===== config.mk =====
export PLATFORM = sky130hd
export DESIGN_NAME = ifid_decode_queue
export DESIGN_NICKNAME = d
export VERILOG_FILES = /design/src/rtl/ifid_decode_queue.sv
export SDC_FILE = /design/constraint.sdc
export NUM_CORES = 1
export LEC_CHECK = 0
export BUFFER_PORTS_ARGS = -buffer_cell sky130_fd_sc_hd__buf_4
export CAP_MARGIN = 10
export CORE_MARGIN = 3
export CORE_UTILIZATION = 58
export CTS_BUF_LIST = sky130_fd_sc_hd__clkbuf_4 sky130_fd_sc_hd__clkbuf_8 sky130_fd_sc_hd__clkbuf_16
export DETAILED_ROUTE_END_ITERATION = 6
export HOLD_SLACK_MARGIN = 0.15
export PLACE_DENSITY = 0.9
export SYNTH_ARGS = -nofsm -noshare
export SYNTH_HDL_FRONTEND = slang
export SYNTH_SLANG_ARGS = --single-unit

===== constraint.sdc =====
create_clock -name clk -period 5.4 [get_ports clk]
set_input_delay 1.08 -clock clk [delete_from_list [all_inputs] [get_ports clk]]
set_output_delay 1.08 -clock clk [all_outputs]
set_load 0.05 [all_outputs]

===== src/rtl/ifid_decode_queue.sv =====
// ifid_decode_queue
// -----------------------------------------------------------------------------
// Instruction queue between fetch (IF) and decode (ID). Fetched instructions
// are stored with their PCs in a DEPTH-entry FIFO. The head entry is decoded
// combinationally into RV32 fields plus a format-selected, sign-extended
// immediate. Both sides use valid/ready handshakes; flush clears the queue
// on a branch/jump redirect.
//
// Optional build macro: IFID_ILLEGAL_CHECK_EN adds the 'illegal' output.
//
// Ports:
//   clk, rst_n        clock, asynchronous active-low reset
//   flush             synchronous queue clear (priority over push/pop)
//   in_valid/in_ready fetch-side handshake, in_instr/in_pc payload
//   out_valid/out_ready decode-side handshake, out_pc head PC
//   opcode..funct7    decoded head fields, zero while out_valid=0
//   imm, imm_fmt      immediate and its format (0 none,1 I,2 S,3 B,4 U,5 J)
//   count             current occupancy
//   illegal           (IFID_ILLEGAL_CHECK_EN only) head is not legal RV32I
// -----------------------------------------------------------------------------
module ifid_decode_queue #(
    parameter int XLEN  = 32,
    parameter int PC_W  = 32,
    parameter int DEPTH = 4,
    parameter int CNT_W = $clog2(DEPTH + 1)
) (
    input  logic             clk,
    input  logic             rst_n,
    input  logic             flush,
    input  logic             in_valid,
    output logic             in_ready,
    input  logic [XLEN-1:0]  in_instr,
    input  logic [PC_W-1:0]  in_pc,
    output logic             out_valid,
    input  logic             out_ready,
    output logic [PC_W-1:0]  out_pc,
    output logic [6:0]       opcode,
    output logic [4:0]       rd,
    output logic [2:0]       funct3,
    output logic [4:0]       rs1,
    output logic [4:0]       rs2,
    output logic [6:0]       funct7,
    output logic [XLEN-1:0]  imm,
    output logic [2:0]       imm_fmt,
    output logic [CNT_W-1:0] count
`ifdef IFID_ILLEGAL_CHECK_EN
    ,
    output logic             illegal
`endif
);

    localparam int               PTR_W    = $clog2(DEPTH);
    localparam logic [CNT_W-1:0] FULL_CNT = CNT_W'(DEPTH);

    localparam logic [2:0] FMT_NONE = 3'd0;
    localparam logic [2:0] FMT_I    = 3'd1;
    localparam logic [2:0] FMT_S    = 3'd2;
    localparam logic [2:0] FMT_B    = 3'd3;
    localparam logic [2:0] FMT_U    = 3'd4;
    localparam logic [2:0] FMT_J    = 3'd5;

    // Immediate format implied by the opcode.
    function automatic logic [2:0] fmt_of(input logic [6:0] op);
        logic [2:0] f;
        case (op)
            7'b0000011, 7'b0010011, 7'b1100111, 7'b1110011: f = FMT_I;
            7'b0100011:                                     f = FMT_S;
            7'b1100011:                                     f = FMT_B;
            7'b0110111, 7'b0010111:                         f = FMT_U;
            7'b1101111:                                     f = FMT_J;
            default:                                        f = FMT_NONE;
        endcase
        return f;
    endfunction

    // Sign-extended immediate assembled according to its format.
    function automatic logic [31:0] imm_of(input logic [31:0] i, input logic [2:0] f);
        logic [31:0] v;
        case (f)
            FMT_I:   v = {{20{i[31]}}, i[31:20]};
            FMT_S:   v = {{20{i[31]}}, i[31:25], i[11:7]};
            FMT_B:   v = {{20{i[31]}}, i[7], i[30:25], i[11:8], 1'b0};
            FMT_U:   v = {i[31:12], 12'h000};
            FMT_J:   v = {{12{i[31]}}, i[19:12], i[20], i[30:21], 1'b0};
            default: v = 32'h0000_0000;
        endcase
        return v;
    endfunction

    logic [XLEN-1:0]  r_instr [DEPTH];
    logic [PC_W-1:0]  r_pc    [DEPTH];
    logic [PTR_W-1:0] r_wr_ptr;
    logic [PTR_W-1:0] r_rd_ptr;
    logic [CNT_W-1:0] r_count;
    logic             w_push;
    logic             w_pop;
    logic [31:0]      w_head;

    // in_ready deliberately ignores out_ready: a full queue never accepts.
    assign in_ready  = (r_count != FULL_CNT);
    assign out_valid = (r_count != {CNT_W{1'b0}});
    assign w_push    = in_valid & in_ready;
    assign w_pop     = out_valid & out_ready;
    assign count     = r_count;

    // FIFO storage, pointers and occupancy; flush wins over push/pop.
    always_ff @(posedge clk or negedge rst_n) begin
        if (!rst_n) begin
            r_wr_ptr <= {PTR_W{1'b0}};
            r_rd_ptr <= {PTR_W{1'b0}};
            r_count  <= {CNT_W{1'b0}};
            for (int i = 0; i < DEPTH; i++) begin
                r_instr[i] <= {XLEN{1'b0}};
                r_pc[i]    <= {PC_W{1'b0}};
            end
        end else if (flush) begin
            r_wr_ptr <= {PTR_W{1'b0}};
            r_rd_ptr <= {PTR_W{1'b0}};
            r_count  <= {CNT_W{1'b0}};
        end else begin
            if (w_push) begin
                r_instr[r_wr_ptr] <= in_instr;
                r_pc[r_wr_ptr]    <= in_pc;
                r_wr_ptr          <= r_wr_ptr + PTR_W'(1'b1);
            end
            if (w_pop) begin
                r_rd_ptr <= r_rd_ptr + PTR_W'(1'b1);
            end
            case ({w_push, w_pop})
                2'b10:   r_count <= r_count + CNT_W'(1'b1);
                2'b01:   r_count <= r_count - CNT_W'(1'b1);
                default: r_count <= r_count;
            endcase
        end
    end

    // Head decode; an empty queue presents an all-zero word, which decodes
    // to all-zero fields and FMT_NONE.
    always_comb begin
        w_head = 32'h0000_0000;
        out_pc = {PC_W{1'b0}};
        if (out_valid) begin
            w_head = 32'(r_instr[r_rd_ptr]);
            out_pc = r_pc[r_rd_ptr];
        end else begin
            w_head = 32'h0000_0000;
            out_pc = {PC_W{1'b0}};
        end
        opcode  = w_head[6:0];
        rd      = w_head[11:7];
        funct3  = w_head[14:12];
        rs1     = w_head[19:15];
        rs2     = w_head[24:20];
        funct7  = w_head[31:25];
        imm_fmt = fmt_of(w_head[6:0]);
        imm     = XLEN'(imm_of(w_head, imm_fmt));
    end

`ifdef IFID_ILLEGAL_CHECK_EN
    logic w_known_op;
    logic w_bad_r;

    // Legality of the head instruction against the RV32I opcode set.
    always_comb begin
        w_known_op = (fmt_of(w_head[6:0]) != FMT_NONE) ||
                     (w_head[6:0] == 7'b0110011) || (w_head[6:0] == 7'b0001111);
        w_bad_r    = (w_head[6:0] == 7'b0110011) &&
                     (w_head[31:25] != 7'b0000000) && (w_head[31:25] != 7'b0100000);
        illegal    = out_valid &&
                     ((w_head[1:0] != 2'b11) || !w_known_op || w_bad_r);
    end
`endif

endmodule


==> results.md <==
- Setup-failing EPs final: 0
- Largest net degree at the start of global routing: 110
- Gr busiest metal: met2
- Critical Path Sink Type: output pin
- Vias in the first global route: 8325
- Critical path data arrival time: 4.13 ns
- Peak VDD IR: 0.441 mV
- Launch point of the worst hold path: r_pc[104]
- Die ar.: 23300 um2
- Fin util: 70.6%
- Number of I/O pins: 173
- Top post-synthesis cells by count: dfrtp_1 (263), mux2_2 (256), mux4_2 (66)
- Die height: 153 um
- Mean Syn Cell Area: 14.6 um2
- Synth top area cells: dfrtp_1 (53%), mux2_2 (23%), mux4_2 (12%)
- Leakage: 6.77 nW
- DRT iter0 DRCs: 430
- Hold Path End: r_pc[104]
- Num Clock Sinks: 263
- Max_slew headroom: 29.7%
- Htree depth: 1
- Post-synth EDFFs: 0
- Vias: 7770
- Footprint of the multi-input gates: 5620 um2
- Crit path required time: 4.32 ns
- FF+latch count, synth: 263
- Final hold vios: 0
- Antenna Cells: 0
- Placer's final routability congestion estimate: 0.891
- FMAX: 192 MHz
- Initial core utilization: 59.2%
- GRT Total Usage: 23.1%
- Critical path fanouts, max: 26
- Synth Flop Type: dfrtp_1
- CTS resizes: 0
- Cell taking the most area after synthesis: dfrtp_1
- Start of the worst register-to-register path: count[2]
- GRT met3 Usage: 4.63%
- Antenna violations before repair: 0
- Cells after DPL: 1257
- CTS buffer count: 27
- Worst r2r dst: r_instr[85]
- Final period utilization: 96.5%
- Most frequently used cell type in the post-synthesis netlist: dfrtp_1
- Core area: 21100 um2
- Post-CTS Hold Buffers: 0
- Layout Area Growth over Synthesis: 19.3%
- R2R depth: 5
- Fin nets: 1092
- Crit start category: register
- Register Area: 6590 um2
- Post-synth cell types: 46
- Yosys warns: 0
- Status: finished, final reports clean
- # port buffers: 172
- Max clock buf depth: 3
- Fillers: 1428
- Worst skew pair latency: 0.53 ns
- First-pass GRT wire length: 44000 um
- Average wire per standard cell: 20.7 um
- PD cells: 664 nW/um2
- Layout cells sized above 1: 55.6%
- Overall Power: 9.89 mW
- Dpl ws: 0.480 ns
- Post-Route WL: 27100 um
- Worst hold-check path type: register to register
- Fraction of registers with async set/reset: 100%
- Congestion Overflow GR: 0
- Fin. max-slew vios: 0
- Slew @ Worst Pin: 1.05 ns
- Sequential fraction of the synthesis area: 52.7%
- Reg2reg setup slack: 2.60 ns
- Max-Cap Viols: 0
- Die X: 153 um
- Non-filler cells, final: 1312
- Met2 GRT Util: 38.6%
- Hold Path Stages: 1
- # DRC: 0
- Post-Syn Instances: 854
- WS Path Type: register to output pin
- GR Layer Usage met1: 31.7%
- ANT nets after route: 0
- Synthesized Nets: 929
- Initial DRT Pass Iterations: 5
- Cell row count: 53
- CTS tree: built
- Worst setup margin: 0.190 ns
- Mapped cell area: 12500 um2
- Worst-path clk slew: 0.06 ns
- DP HPWL: 17100 um
- Root buf cell: clkbuf_16
- Clk_skew: 0.0209 ns
- Vias/cell: 5.92
- Period minus WS final: 5.21 ns
- Post-synth top area share: 52.7%
-- placed cells by master, fill, tap and decap left out, types with 2 or more instances in the layout --
cell / n
nand2_4: 4
nor2_1: 16
a21oi_1: 26
clkinv_2: 10
inv_1: 12
clkbuf_8: 4
ha_1: 5
o21ai_0: 2
dfrtp_4: 2
nand3_1: 19
and4_1: 2
mux2_2: 256
nor2b_1: 4
xor2_1: 3
clkbuf_16: 27
mux2i_1: 2
clkbuf_4: 6
nand2_1: 22
buf_4: 184
nor3_1: 4
nor3b_1: 2
mux4_2: 66
buf_8: 3
xnor2_1: 2
dfrtp_1: 261
and2_1: 65
inv_2: 2
-- final cells by class --
class	count	area share, %
sequential	263	44.2
multi-input combinational	522	37.7
clock buffer	37	5.21
tap	275	2.31
clock inverter	12	0.445
timing repair buffer	188	9.71
inverter	15	0.395
-- flip-flops by register name (all words and copies together) (netlist names) --
register,flops
count,3
r_instr,128
r_pc,128
r_rd_ptr,2
r_wr_ptr,2
-- per-layer routing --
| metal | part of all wire [%] | vias to the layer above |
|---|---|---|
| li1 | - | 3437 |
| met1 | 42 | 4048 |
| met2 | 49 | 242 |
| met3 | 6.5 | 43 |
| met4 | 2.1 | 0 |
| met5 | 0 | - |
-- worst max-delay path: stages, from the launching register on --
cell	delay, ns
dfrtp_4	0.57
mux4_2	0.66
nor3b_1	0.52
nand2_1	0.14
ha_1	0.33
inv_1	0.06
o41a_1	0.80
a21o_1	0.27
nor2_1	0.08
buf_4	0.19
-- logic make-up (layout without fill, tap and decap cells) --
| group | after synthesis | in the layout | share of synthesized area [%] |
|---|---|---|---|
| simple gates | 150 | 150 | 6.63 |
| compound gates | 36 | 36 | 1.82 |
| buf+inv | 69 | 252 | 2.60 |
| flops | 263 | 263 | 52.7 |
| fa+ha+maj | 7 | 7 | 0.741 |
| mux | 324 | 324 | 35.2 |
| xor+xnor | 5 | 5 | 0.351 |
-- worst max-delay path by stage --
stage / to / slack (ns) / start
final: imm[10] / 0.19 / r_rd_ptr[0]
after global placement: imm[25] / 0.56 / r_rd_ptr[0]
after floorplan: imm[21] / 0.10 / r_rd_ptr[1]
after CTS: imm[24] / 0.1 / r_rd_ptr[0]
after global routing: imm[20] / -0.03 / r_rd_ptr[0]
after detailed placement: imm[24] / 0.48 / r_rd_ptr[0]
-- repair_timing --
item                       CTS  global route
setup buffers                2             4
setup endpoints to repair   11            11
pin swaps                    0             1
-- through the flow --
stage	instance area, um2	TNS [ns]	hold WS, ns
finish	14900	0	0.498
global placement	14000	0	0.482
floorplan	12500	0	0.474
detailed placement	14000	0	0.488
global route	14900	-0.0694	0.511
CTS	14900	0	0.502
-- report_power, final --
part           total [mW]  switching (mW)  internal (mW)
Clock                1.75           0.749           1.00
Sequential           3.40           0.502           2.90
Combinational        4.73            2.64           2.10
Total                9.89            3.89           6.00
(Power assumes the default switching activity.)
